<file path="src/rtl/writeback_stage.sv">
// writeback_stage: final RV64I pipeline stage.
// Holds the MEM/WB register, with stall and flush handling.
// Extracts and extends load data (lb/lh/lw/ld/lbu/lhu/lwu).
// Selects the write-back source and drives the register-file write port.
// Counts retired instructions.
// Optional macro WB_MISALIGN_CHECK_EN flags misaligned lh/lw/ld loads and
// suppresses their register write. Without the macro, misaligned is tied
// to 0 and misaligned loads read shifted lanes, with zero fill.
module writeback_stage #(
    parameter int XLEN       = 64,
    parameter int REG_ADDR_W = 5,
    parameter int CNT_W      = 64
) (
    input  logic                  clk,
    input  logic                  reset,
    input  logic                  in_valid,
    input  logic                  stall,
    input  logic                  flush,
    input  logic                  reg_write,
    input  logic                  mem_to_reg,
    input  logic                  is_jump,
    input  logic [2:0]            funct3,
    input  logic [REG_ADDR_W-1:0] rd,
    input  logic [XLEN-1:0]       alu_result,
    input  logic [XLEN-1:0]       mem_data,
    input  logic [XLEN-1:0]       pc_plus4,
    output logic                  wb_en,
    output logic [REG_ADDR_W-1:0] wb_rd,
    output logic [XLEN-1:0]       wb_data,
    output logic                  wb_valid,
    output logic                  misaligned,
    output logic [CNT_W-1:0]      retired_count
);

    // Shift the doubleword down by the byte offset.
    // Lanes past byte 7 become zero; there is no wrap.
    // Then apply the size and sign rules of funct3.
    function automatic logic [XLEN-1:0] load_extract(
        input logic [2:0]      f3,
        input logic [XLEN-1:0] data,
        input logic [2:0]      off
    );
        logic [XLEN-1:0] sh;
        logic [XLEN-1:0] res;
        sh = data >> {off, 3'b000};
        case (f3)
            3'b000:  res = {{(XLEN-8){sh[7]}},   sh[7:0]};
            3'b001:  res = {{(XLEN-16){sh[15]}}, sh[15:0]};
            3'b010:  res = {{(XLEN-32){sh[31]}}, sh[31:0]};
            3'b100:  res = {{(XLEN-8){1'b0}},    sh[7:0]};
            3'b101:  res = {{(XLEN-16){1'b0}},   sh[15:0]};
            3'b110:  res = {{(XLEN-32){1'b0}},   sh[31:0]};
            // 011 (ld) and reserved 111 both return the whole doubleword.
            default: res = sh;
        endcase
        return res;
    endfunction

`ifdef WB_MISALIGN_CHECK_EN
    // Natural-alignment check for the signed multi-byte loads lh, lw and ld.
    function automatic logic load_misaligned(
        input logic [2:0] f3,
        input logic [2:0] off
    );
        logic res;
        case (f3)
            3'b001:  res = off[0];
            3'b010:  res = |off[1:0];
            3'b011:  res = |off;
            default: res = 1'b0;
        endcase
        return res;
    endfunction
`endif

    logic                  valid_q, valid_d;
    logic                  en_q,    en_d;
    logic [REG_ADDR_W-1:0] rd_q,    rd_d;
    logic [XLEN-1:0]       data_q,  data_d;
    logic                  mis_q,   mis_d;
    logic [CNT_W-1:0]      cnt_q,   cnt_d;
    logic [XLEN-1:0]       src_data_s;
    logic                  mis_s;

    // Misaligned-load detection for the instruction being captured.
`ifdef WB_MISALIGN_CHECK_EN
    assign mis_s = in_valid & mem_to_reg & ~is_jump
                 & load_misaligned(funct3, alu_result[2:0]);
`else
    assign mis_s = 1'b0;
`endif

    // Write-back source select. A jump overrides a load.
    always_comb begin
        src_data_s = alu_result;
        if (is_jump) begin
            src_data_s = pc_plus4;
        end else if (mem_to_reg) begin
            src_data_s = load_extract(funct3, mem_data, alu_result[2:0]);
        end else begin
            src_data_s = alu_result;
        end
    end

    // Next state for the stage register. Flush takes priority over stall,
    // and stall takes priority over capture.
    always_comb begin
        valid_d = valid_q;
        en_d    = en_q;
        rd_d    = rd_q;
        data_d  = data_q;
        mis_d   = mis_q;
        cnt_d   = cnt_q;
        if (flush) begin
            valid_d = 1'b0;
            en_d    = 1'b0;
            rd_d    = {REG_ADDR_W{1'b0}};
            data_d  = {XLEN{1'b0}};
            mis_d   = 1'b0;
        end else if (stall) begin
            // Stall: every output, including the counter, holds its value.
            valid_d = valid_q;
            cnt_d   = cnt_q;
        end else begin
            valid_d = in_valid;
            en_d    = in_valid & reg_write & (rd != {REG_ADDR_W{1'b0}}) & ~mis_s;
            rd_d    = rd;
            data_d  = src_data_s;
            mis_d   = mis_s;
            cnt_d   = in_valid ? (cnt_q + {{(CNT_W-1){1'b0}}, 1'b1}) : cnt_q;
        end
    end

    // Stage register with synchronous reset. Reset discards any held instruction.
    always_ff @(posedge clk) begin
        if (reset) begin
            valid_q <= 1'b0;
            en_q    <= 1'b0;
            rd_q    <= {REG_ADDR_W{1'b0}};
            data_q  <= {XLEN{1'b0}};
            mis_q   <= 1'b0;
            cnt_q   <= {CNT_W{1'b0}};
        end else begin
            valid_q <= valid_d;
            en_q    <= en_d;
            rd_q    <= rd_d;
            data_q  <= data_d;
            mis_q   <= mis_d;
            cnt_q   <= cnt_d;
        end
    end

    assign wb_valid      = valid_q;
    assign wb_en         = en_q;
    assign wb_rd         = rd_q;
    assign wb_data       = data_q;
    assign misaligned    = mis_q;
    assign retired_count = cnt_q;

endmodule

</file>
<file path="config.mk">
export PLATFORM = sky130hd
export DESIGN_NAME = writeback_stage
export DESIGN_NICKNAME = d
export VERILOG_FILES = /design/src/rtl/writeback_stage.sv
export SDC_FILE = /design/constraint.sdc
export NUM_CORES = 1
export LEC_CHECK = 0
export CAP_MARGIN = 20
export CORE_MARGIN = 2
export CORE_UTILIZATION = 40
export CTS_CLUSTER_SIZE = 16
export DETAILED_ROUTE_END_ITERATION = 8
export GPL_TIMING_DRIVEN = 1
export PLACE_DENSITY = 0.81
export SLEW_MARGIN = 20
export SYNTH_ARGS = -nofsm -noshare
export SYNTH_HDL_FRONTEND = slang
export SYNTH_SLANG_ARGS = --single-unit
</file>
<file path="constraint.sdc">
create_clock -name clk -period 2.2 [get_ports clk]
set_input_delay 0.44 -clock clk [delete_from_list [all_inputs] [get_ports clk]]
set_output_delay 0.44 -clock clk [all_outputs]
set_load 0.01 [all_outputs]
</file>
==> metrics.txt <==
FF-to-FF setup slack=0.08 ns; Multi-input gate area=0.00542 mm2; Tcrit/Tclk final=96.4%; WL/cell=21.3 um; Worst VDD drop=507 uV; synth warn=0; grt total ovfl=0; initial core utilization=40.6%; latest clock arrival within the worst-skew pair=0.42 ns; RSZ-0062 raised after global routing=no; port bufs=342; first-pass GRT wire length=55600 um; CP endpoint kind=register; Die Ht=150 um; Routed Antenna Nets=0; Slowest-stage cell, CP=dfxtp_1; data required time of the worst path=2.49 ns; GPL Wtd Cong=0.954; top sig layer=met4; I/O pin count=344; top cell type's share of synthesized area=31.8%; First-pass DRT Iterations=6; Synth area leader=dfxtp_1; synth unique cells=65; DP HPWL=29000 um; CTS tree=built; Die X=150 um; gr usage total=32.2%; PD cells=531 mW/mm2; number of synthesized flops with an enable pin=0; critical path's largest stage delay=0.47 ns; CTS clk-pin slew, worst paths=0.06 ns; Fillers=1744; Critical Path Source Type=register; Post-CTS Hold Buffers=0; Register Area=0.00271 mm2; Synth Flop Type=dfxtp_1; nets=1681; Max Cap Viol=0; TNS Setup=0 ns; CTS H-Tree Depth=4; layout cell share with drive strength beyond 1=16.1%; met2 wire length=18100 um; Mapped Nets=1245; CTS Buffer Depth=2; Arr. time, crit path=2.41 ns; crit path time final=2.12 ns; critical path fanouts, max=6; Area Overhead vs Synth=63.2%; DRC=0; WP depth=7; clock skew=0.0110 ns; Area contributors post-synth=dfxtp_1 32%, mux2i_1 8.5%, a21oi_1 5.8%; Via Count=10522; initial antenna violation count=4; Final setup viols=0; Root Buffer=clkbuf_16; DRT met1 WL=13600 um; Die ar.=0.0224 mm2; reg2reg path depth=7; worst path bufs/invs=2; number of global-route vias before repair=10266; outcome=finished clean; reg-to-reg endpoint=retired_count[55]; worst setup path startpoint=retired_count[36]; Final Core Density=66.2%; Relative slew margins=50.6%; drt via density=5.97; Syn Area/Cell=8.21 um2; crit-path cells=nand3_1 > nor3b_2 > buf_4 > nand3_1 > buf_4 > o31ai_1 > a21oi_1; worst slew pin tran=0.740 ns; Seq cells post-synth=135; LEAKAGE=5.22 nW; Critical path destination=retired_count[55]; core box area=0.0210 mm2; clk sinks=135; FFs w/ async S/R, synth=0%; register area share after synthesis=31.8%; Final Max Tran Viols=0; Total Routed Length=37600 um; drt first-iter violations=822; final hold vios=0; Min-Delay Path Class=reg -> reg; CTS Buf Count=17; Setup CP Type=reg -> reg; Cell Area, Synth=0.00850 mm2; hold_ws=0.465 ns; reg2reg start=retired_count[36]; largest net degree at the start of global routing=73; CP delay by family, top=simple AND/OR/NAND/NOR gates; Fmax=0.471 GHz; FP Rows=53; Mapped Cells=1036; DR WL met3=3830 um
[routing by layer]
metal / GRT usage [%] / vias up
li1: - / 4832
met3: 7.26 / 114
met5: 0 / -
met4: 18.6 / 0
met2: 54.8 / 652
met1: 37.1 / 4924
[worst reg2reg max path: cells and delay by family (launching register included)]
kind / cells / cell delay [ns]
AND/OR/NAND/NOR: 3 / 0.72
AO/OA/AOI/OAI: 2 / 0.39
flip-flops: 1 / 0.47
buffers and inverters: 2 / 0.41
[kinds of logic after synthesis]
logic type                 after synthesis  synth area share [%]
and+or+nand+nor                        338                  21.3
buffers and inverters                  100                  5.14
xor gates and xnor gates                30                  3.09
muxes                                   92                  12.8
DFF                                    135                  31.8
other                                    1                0.0441
adders and majority gates                1                 0.147
AOI/OAI and AO/OA                      339                  25.7
[cells in the final DEF, fill, tap and decap left out, types with 8 or more instances in the layout]
cell type,Yosys,routed
or4_1,19,19
o21a_1,8,8
o221ai_1,19,19
nand3_1,32,32
nor2_1,113,113
or3_1,20,20
o21ai_0,44,44
nand4_1,24,24
buf_4,4,151
o2bb2ai_1,8,8
a211oi_1,34,34
and3_1,14,14
clkdlybuf4s50_1,0,335
xor2_1,20,20
clkbuf_16,0,17
mux2i_1,72,71
xnor2_1,10,10
a21oi_1,99,99
inv_1,17,17
a31oi_1,8,8
dfxtp_1,135,133
o31ai_1,19,19
nand3b_1,13,13
o22ai_1,44,44
nor2b_1,8,8
nand2_1,57,56
a22oi_1,34,34
mux4_2,13,13
[worst min-delay path by stage]
stage           startpoint                to  slack, ns  depth (start not counted)
3_5_place_dp   wb_data[13]       wb_data[13]       0.45                          2
6_report       wb_data[14]       wb_data[14]       0.46                          2
2_1_floorplan  wb_data[31]       wb_data[31]       0.48                          2
3_3_place_gp   wb_data[14]       wb_data[14]       0.45                          2
4_1_cts        wb_data[14]       wb_data[14]       0.47                          2
5_1_grt              reset  retired_count[6]       0.50                          3
[layout make-up]
cell class / count / share of cell area (%)
Antenna cell: 3 / 0.0541
Clock buffer: 19 / 3.12
Clock inverter: 13 / 1.56
Inverter: 17 / 0.460
Multi-Input combinational cell: 801 / 39.0
Sequential cell: 135 / 19.5
Tap cell: 275 / 2.48
Timing Repair Buffer: 500 / 33.8
[metrics by stage]
stage / setup slack (ns) / instances / total power, mW / instance area, um2
floorplan: 0.0989 / 1036 / 3.21 / 8500
global route: 0.00722 / 1762 / 7.57 / 13900
detailed placement: -0.400 / 1724 / 4.13 / 13100
CTS: 0.0102 / 1757 / 7.35 / 13800
finish: 0.0789 / 1763 / 7.36 / 13900
global placement: -0.379 / 1724 / 4.11 / 13100
[power breakdown]
group | internal [mW] | switching [mW]
sequential | 2.50 | 0.0312
clock | 2.03 | 1.23
combinational | 0.840 | 0.735
total | 5.37 | 1.99
[registers in the layout (all words and copies together), names as in the netlist]
register,flops
wb_en,1
retired_count,64
wb_valid,1
wb_rd,5
wb_data,64
[Yosys cell counts, types with 14 or more instances]
| cell type | n |
|---|---|
| inv_1 | 17 |
| clkbuf_1 | 50 |
| and3_1 | 14 |
| or3_1 | 20 |
| o221ai_1 | 19 |
| nand2_1 | 57 |
| dfxtp_1 | 135 |
| o22ai_1 | 44 |
| nand4_1 | 24 |
| nor2_1 | 113 |
| mux2i_1 | 72 |
| a21oi_1 | 99 |
| nand3_1 | 32 |
| o31ai_1 | 19 |
| or4_1 | 19 |
| a22oi_1 | 34 |
| a211oi_1 | 34 |
| buf_2 | 19 |
| o21ai_0 | 44 |
| xor2_1 | 20 |
[what timing repair did]
| action | 4_1_cts | 5_1_grt |
|---|---|---|
| setup buffers | 1 | 3 |
| pin swaps | 1 | 5 |
| gates resized for setup | 0 | 13 |
| endpoints found under the setup margin | 1 | 60 |
| hold endpoints to repair | 0 | 0 |
No activity file was read; power rests on OpenSTA's default activity.
